===== config.mk =====
export PLATFORM = sky130hd
export DESIGN_NAME = flash_port_arbiter
export DESIGN_NICKNAME = d
export VERILOG_FILES = /design/src/rtl/flash_port_arbiter.sv
export SDC_FILE = /design/constraint.sdc
export NUM_CORES = 1
export LEC_CHECK = 0
export BUFFER_PORTS_ARGS = -buffer_cell sky130_fd_sc_hd__buf_2
export CORE_ASPECT_RATIO = 1.5
export CORE_MARGIN = 3
export CORE_UTILIZATION = 46
export CTS_BUF_LIST = sky130_fd_sc_hd__clkbuf_16
export DETAILED_ROUTE_END_ITERATION = 8
export PLACE_DENSITY_LB_ADDON = 0.08
export SYNTH_ARGS = -nofsm -noshare
export SYNTH_HDL_FRONTEND = slang
export SYNTH_SLANG_ARGS = --single-unit

===== constraint.sdc =====
create_clock -name wb_clk_i -period 1.6 [get_ports wb_clk_i]
set_input_delay 0.16 -clock wb_clk_i [delete_from_list [all_inputs] [get_ports wb_clk_i]]
set_output_delay 0.16 -clock wb_clk_i [all_outputs]
set_load 0.005 [all_outputs]

===== src/rtl/flash_port_arbiter.sv =====
// Two-requester QSPI pad arbiter: registered pads, chip-select guard between owners, preempt hint.
// Define FLASH_ARB_RR_EN to resolve ties toward the requester that did not own most recently.
module flash_port_arbiter #(
  parameter int GUARD_CYC = 2,
  parameter int MAX_HOLD  = 256
) (
  input  logic       wb_clk_i,
  input  logic       wb_rst_i,
  input  logic [1:0] req_i,
  output logic [1:0] gnt_o,
  output logic [1:0] preempt_o,
  input  logic       r0_sclk_i,
  input  logic       r1_sclk_i,
  input  logic       r0_cen_i,
  input  logic       r1_cen_i,
  input  logic [3:0] r0_do_i,
  input  logic [3:0] r1_do_i,
  input  logic       r0_doe_i,
  input  logic       r1_doe_i,
  input  logic [3:0] fdi_i,
  output logic [3:0] r_di_o,
  output logic       fsclk_o,
  output logic       fcen_o,
  output logic [3:0] fdo_o,
  output logic       fdoe_o,
  output logic       busy_o
);

  localparam int HW = (MAX_HOLD < 2) ? 1 : $clog2(MAX_HOLD + 1);
  localparam logic [HW-1:0] HOLD_MAX   = HW'(MAX_HOLD);
  localparam logic [3:0]    GUARD_LOAD = 4'(GUARD_CYC - 1);

  typedef enum logic [1:0] {IDLE, OWN0, OWN1, GUARD} state_t;

  state_t        r_state;
  logic [3:0]    r_guard_cnt;
  logic [HW-1:0] r_hold;
  logic [1:0]    r_gnt;
  logic [1:0]    r_preempt;
  logic          r_fsclk;
  logic          r_fcen;
  logic [3:0]    r_fdo;
  logic          r_fdoe;

  logic          w_pick_r1;
  logic          w_own1;
  logic          w_release;
  logic          w_other_req;
  logic [HW-1:0] w_hold_nxt;
  logic          w_preempt_hit;
  logic          w_own_sclk;
  logic          w_own_cen;
  logic [3:0]    w_own_do;
  logic          w_own_doe;

`ifdef FLASH_ARB_RR_EN
  logic r_last_owner;
  assign w_pick_r1 = req_i[1] & (~req_i[0] | ~r_last_owner);

  always_ff @(posedge wb_clk_i or posedge wb_rst_i) begin
    if (wb_rst_i) begin
      r_last_owner <= 1'b1;
    end else if (r_state == OWN0) begin
      r_last_owner <= 1'b0;
    end else if (r_state == OWN1) begin
      r_last_owner <= 1'b1;
    end
  end
`else
  assign w_pick_r1 = req_i[1] & ~req_i[0];
`endif

  assign w_own1      = (r_state == OWN1);
  assign w_own_sclk  = w_own1 ? r1_sclk_i : r0_sclk_i;
  assign w_own_cen   = w_own1 ? r1_cen_i  : r0_cen_i;
  assign w_own_do    = w_own1 ? r1_do_i   : r0_do_i;
  assign w_own_doe   = w_own1 ? r1_doe_i  : r0_doe_i;
  // Release only at a transaction boundary: request low while cen is already high.
  assign w_release   = ~(w_own1 ? req_i[1] : req_i[0]) & w_own_cen;
  assign w_other_req = w_own1 ? req_i[0] : req_i[1];
  assign w_hold_nxt  = (r_hold == HOLD_MAX) ? r_hold : r_hold + 1'b1;
  assign w_preempt_hit = (MAX_HOLD != 0) && (w_hold_nxt >= HOLD_MAX) && w_other_req;

  always_ff @(posedge wb_clk_i or posedge wb_rst_i) begin
    if (wb_rst_i) begin
      r_state     <= IDLE;
      r_guard_cnt <= '0;
      r_hold      <= '0;
      r_gnt       <= 2'b00;
      r_preempt   <= 2'b00;
      r_fsclk     <= 1'b0;
      r_fcen      <= 1'b1;
      r_fdo       <= 4'h0;
      r_fdoe      <= 1'b0;
    end else begin
      case (r_state)
        IDLE, GUARD: begin
          r_fsclk   <= 1'b0;
          r_fcen    <= 1'b1;
          r_fdo     <= 4'h0;
          r_fdoe    <= 1'b0;
          r_preempt <= 2'b00;
          r_hold    <= '0;
          if (r_state == GUARD && r_guard_cnt != 4'd0) begin
            r_guard_cnt <= r_guard_cnt - 4'd1;
          end else if (req_i != 2'b00) begin
            r_state <= w_pick_r1 ? OWN1 : OWN0;
            r_gnt   <= w_pick_r1 ? 2'b10 : 2'b01;
          end else begin
            r_state <= IDLE;
            r_gnt   <= 2'b00;
          end
        end
        default: begin
          if (w_release) begin
            r_state     <= GUARD;
            r_guard_cnt <= GUARD_LOAD;
            r_gnt       <= 2'b00;
            r_preempt   <= 2'b00;
            r_hold      <= '0;
            r_fsclk     <= 1'b0;
            r_fcen      <= 1'b1;
            r_fdo       <= 4'h0;
            r_fdoe      <= 1'b0;
          end else begin
            r_hold    <= w_hold_nxt;
            r_preempt <= w_own1 ? {w_preempt_hit, 1'b0} : {1'b0, w_preempt_hit};
            r_fsclk   <= w_own_sclk;
            r_fcen    <= w_own_cen;
            r_fdo     <= w_own_do;
            r_fdoe    <= w_own_doe;
          end
        end
      endcase
    end
  end

  assign gnt_o     = r_gnt;
  assign preempt_o = r_preempt;
  assign fsclk_o   = r_fsclk;
  assign fcen_o    = r_fcen;
  assign fdo_o     = r_fdo;
  assign fdoe_o    = r_fdoe;
  assign busy_o    = (r_state != IDLE);
  assign r_di_o    = fdi_i;

endmodule


Word level (Yosys, flattened, before mapping). Index checks and enable logic that the tools add are counted. W data, S select, Z words.

Div/mod/pow operators: 0. Eq/ne operators: 5. Shift-type cells: 0. Reduce and logical (&&, ||, !) cells: 10. Bitwise gates (word level): 4. $add $sub $neg: 2. Multipliers: 0. Multiplexer cells: 30. $lt $le $gt $ge: 1.

Operators with widths (number): $mux W9 (3); $mux W4 (6); $mux W2 (10); $mux W1 (11); $add A9 B1 Y9 const B (1); $eq A9 B9 Y1 const B (1); $ge A9 B9 Y1 const B (1); $reduce_bool A2 Y1 (3); $eq A2 B2 Y1 const B (2); $ne A2 B2 Y1 const B (2); $reduce_and A2 Y1 (2); $reduce_bool A4 Y1 (1); $sub A4 B1 Y4 const B (1); $and A1 B1 Y1 (2); $logic_and A1 B1 Y1 (2); $logic_not A2 Y1 (1); $not A1 Y1 (2); $reduce_or A2 Y1 (1).

Flip-flop bits (word level): 26. Bits in read-only memories: 0. Bits of input ports: 22. Bits in writable memories: 0. Output and inout port bits: 16. Memories kept: 0. Word-level logic and storage cells: 61. Latch bits: 0.

Depth between registers and ports, before layout.
Depth after elaboration: 7. Depth in mapped cells: 7. Mapped depth without buffers: 5.

Worst setup path after synthesis. Ideal clock, no wire load.

Path type: register to register. From: register r_state[0]. To: register r_guard_cnt[2]. Data arrival time: 1535 ps. Path buffers: 0. Slack: -76 ps. Library setup time: 141 ps. Stages on the path, launching flop included: 6. Data required time: 1459 ps. Period minus slack after synthesis: 1676 ps. Cells stage by stage: dfrtp_1 inv_1 ha_1 or3b_2 a21boi_0 o21ai_0.

Word-level cells in the longest chain between the ends: 6. Elaborated cells on any way between the ends: 13. Classes of those cells: eq/ne: 3; mux: 3; bitwise: 2; reduce/logical: 5.

Ends and longest elaborated chain: start, declared (line 35) `state_t r_state;`; start signal, assigned (line 107) `r_state <= w_pick_r1 ? OWN1 : OWN0;`; $eq A2 B2 Y1 (line 73) `assign w_own1 = (r_state == OWN1);`; $mux W1 (line 79) `assign w_release = ~(w_own1 ? req_i[1] : req_i[0]) & w_own_cen;`; $not A1 Y1 (line 79); $and A1 B1 Y1 (line 79); $reduce_bool A2 Y1 (no line); $reduce_and A2 Y1 (no line); end signal, assigned (line 105) `r_guard_cnt <= r_guard_cnt - 4'd1;`; end, declared (line 36) `logic [3:0] r_guard_cnt;`.

Several ways; a longest one is shown, not always the timed one. A chain may end at the register's enable or synchronous reset.

Worst setup path in the final report.
From: register r_guard_cnt[1]. To: register r_gnt[1] (netlist: gnt_o[1]).

Word-level cells in the longest chain between the ends: 4.

Ends and longest elaborated chain: $reduce_bool A4 Y1 (line 104) `if (r_state == GUARD && r_guard_cnt != 4'd0) begin`; $logic_and A1 B1 Y1 (line 104); $ne A2 B2 Y1 (no line); $reduce_and A2 Y1 (no line); end signal, assigned (line 108) `r_gnt <= w_pick_r1 ? 2'b10 : 2'b01;`; end, declared (line 38) `logic [1:0] r_gnt;`.

Every way passes these cells.

==> results by group <==
Hold path
  • Min-Delay Path Class: input port to flop

Layout
  • Layout area overhead: 39.3%
  • # fillers: 247
  • Layout cells sized above 1: a little over two fifths
  • Reg area: 652 µm²
  • Fin cells: 228
  • Multi-input logic area: 759 µm²
  • Fin area: 1970 µm²
  • Fin nets: 218
  • N_diodes: 0

Logic synthesis
  • Synth area leader: dfrtp_1
  • Synth Cell Area: 1410 µm²
  • Async S/R FF share, synth: 100%
  • Netlist cell types: 44
  • Top-count cell post-synth: dfrtp_1
  • Part of the Yosys area used for sequential elements: between 40% and 50%
  • Post-synth EDFFs: 0
  • Mapped Avg Cell Area: just over 10 µm²
  • Post-synth top area share: 44.3%
  • Yosys reg bits: 26
  • Syn Inst Count: 139
  • Mapped Nets: 167
  • Area contributors post-synth: dfrtp_1, ha_1, mux2i_1
  • Synth warn: 0
  • Synth cell count leaders: dfrtp_1, inv_1, nor2_1
  • Most used DFF post-synth: dfrtp_1

Clocking
  • H-tree levels: 1
  • Clock Sinks: 26
  • Clock slew at reported path FFs: 0.06 ns
  • Number of buffers created by CTS: 3
  • Largest buffer count on any clock path: 2
  • Skew-Pair Late Insertion Delay: 0.26 ns
  • Root buffer cell: clkbuf_16
  • CTS tree: built

Global route
  • Total congestion overflow: 0
  • Antenna violations before repair: 0
  • Largest net degree at the start of global routing: 22
  • First-pass GRT wire length: 5440 µm
  • Vias in the first global route: ~1200
  • GRT Util Overall: a little under 20%

Worst setup path
  • Worst Setup Start Kind: flop
  • WP data required: 1.77 ns
  • Critical Path, Cell by Cell: inv_2 > ha_4 > or3b_4 > a211o_1 > o221ai_2
  • Worst EP arrival: 1.75 ns
  • Max stage delay on crit path: 0.41 ns
  • CP Class: flop to flop
  • CP max stage cell: or3b_4
  • CP Max Fanout: 6
  • CP Capture Type: flop

Die
  • Die area: 3790 µm²
  • Die width: about 51 µm
  • Core Box Area: around 2900 µm²
  • Die Y-Extent: 73.9 µm
  • Effective utilization at floorplan: 48.5%
  • Ports: 38
  • # rows: 24

STA
  • Final setup margin: 0.0279 ns
  • Endpoints failing setup: 0
  • Period utilization: 98.3%
  • Max Clk Rate: 636 MHz
  • Final Hold Viols: 0
  • Worst Skew: 0.00430 ns
  • Fin crit period: 1.57 ns
  • Tightest Pin Transition: 0.568 ns
  • Relative slew slack: between 60 and 70%
  • Setup TNS: 0 ns
  • Slew Limit Fails: 0
  • RSZ-0062 raised after global routing: true

Placement
  • DP Cell Count: 217
  • Detail Placement HPWL: around 2500 µm
  • GP Congestion: 0.781
  • IO Port Bufs: 29
  • Placed inst area: 1700 µm²
  • Dpl ws: -0.105 ns

Route
  • Routed Antenna Nets: 0
  • First DRT Iteration DRCs: 14
  • DR vias: 1231
  • Pre-antenna DRT Iters: 4
  • Final wirelength: 3430 µm
  • Wirelength per Cell: 15.0 µm
  • Remaining DRCs: 0
  • DR vias/cell: ~5.4

Power and ir drop
  • Leak Pwr: approximately 0.00092 µW
  • VDD IR max: 1.23 mV
  • Power per Cell Area: 1830 nW/µm²

Outcome
  • Status: completed

Flow run
  • Max-cap violations: 0
cells by family after synthesis:
logic type               synth area share, %
XOR/XNOR                                2.48
AND/OR/NAND/NOR                         19.1
adder cells (fa/ha/maj)                 5.31
multiplexers                            4.96
buffers and inverters                   8.24
flip-flops                              46.1
AO/OA/AOI/OAI                           13.7
flip-flops by register name (all words and copies together) (netlist names):
signal	cells
fdoe_o	1
fcen_o	1
preempt_o	2
fdo_o	4
gnt_o	2
r_hold	9
r_state	2
r_guard_cnt	4
fsclk_o	1
metrics by stage:
| step | util [%] | power [µW] | hold WS, ns |
|---|---|---|---|
| floorplan | - | 1920 | 0.199 |
| global placement | 58.4 | 2510 | 0.0848 |
| detailed placement | 58.4 | 2550 | 0.0854 |
| CTS | 63.1 | 3240 | 0.140 |
| global route | 67.6 | 3880 | 0.138 |
| finish | 67.6 | 3600 | 0.140 |
worst max-delay path: cells and delay by family (launching register included):
family,cells,cell delay [ns]
flops,1,0.39
simple gates,1,0.41
buf+inv,1,0.08
fa+ha+maj,1,0.13
compound gates,2,0.49
layout by cell type, fill, tap and decap left out, types with 2 or more instances in the layout:
cell type / Yosys / final
nand4_1: 2 / 2
a21oi_1: 8 / 8
ha_1: 6 / 2
nand2_1: 4 / 4
nor3_2: 0 / 4
a211o_1: 2 / 2
nand3_1: 5 / 5
ha_2: 0 / 2
o22ai_1: 2 / 2
xnor2_1: 3 / 3
or3_2: 2 / 2
mux2i_1: 7 / 7
o21ai_0: 6 / 6
nor2_1: 9 / 8
buf_2: 3 / 29
or3b_4: 0 / 2
buf_4: 5 / 22
a21o_1: 2 / 2
inv_2: 0 / 2
nand4b_1: 2 / 2
inv_1: 14 / 12
dfrtp_1: 25 / 25
clkbuf_16: 0 / 4
ha_4: 0 / 2
layout make-up:
cell class	count	share of cell area, %
multi-input combinational	90	38.6
timing repair buffer	55	19.1
sequential	26	33.1
clock buffer	3	3.81
clock inverter	1	0.191
tap	39	2.48
inverter	14	2.67
per-layer routing:
| layer | track usage (%) | vias up | routed length [µm] |
|---|---|---|---|
| li1 | - | 593 | - |
| met1 | 19.7 | 616 | 1250 |
| met2 | 36.9 | 16 | 2040 |
| met3 | 4.06 | 6 | 80 |
| met4 | 8.16 | 0 | 59 |
| met5 | 0 | - | 0 |
final timing paths:
| path | start | endpoint | slack (ns) | cells past startpoint |
|---|---|---|---|---|
| max | r_guard_cnt[1]$_DFFE_PP0P_ | gnt_o[1]$_DFFE_PP0P_ | 0.03 | 5 |
| min | r0_do_i[3] | fdo_o[3]$_DFF_PP0_ | 0.14 | 3 |
| max reg2reg | r_guard_cnt[1]$_DFFE_PP0P_ | gnt_o[1]$_DFFE_PP0P_ | 0.03 | 5 |
| min reg2reg | r_guard_cnt[2]$_DFFE_PP0P_ | r_guard_cnt[2]$_DFFE_PP0P_ | 0.59 | 2 |
| max in group asynchronous | wb_rst_i | fcen_o$_DFF_PP1_ | 0.63 | 4 |
| min in group asynchronous | wb_rst_i | fdo_o[2]$_DFF_PP0_ | 0.36 | 3 |
power breakdown:
group          internal, µW  switching (µW)  total [µW]
logic                  1110             976        2090
clock network           334             217         551
registers               844             115         959
total                  2290            1310        3600
what timing repair did:
item,4_1_cts,5_1_grt
gates cloned,0,1
pin swaps,3,5
setup endpoints to repair,16,22
hold endpoints to repair,5,0
buffers inserted,3,2
gates resized for setup,8,16
hold buffers,1,0
Note: power is estimated with default switching activity, not from simulation.
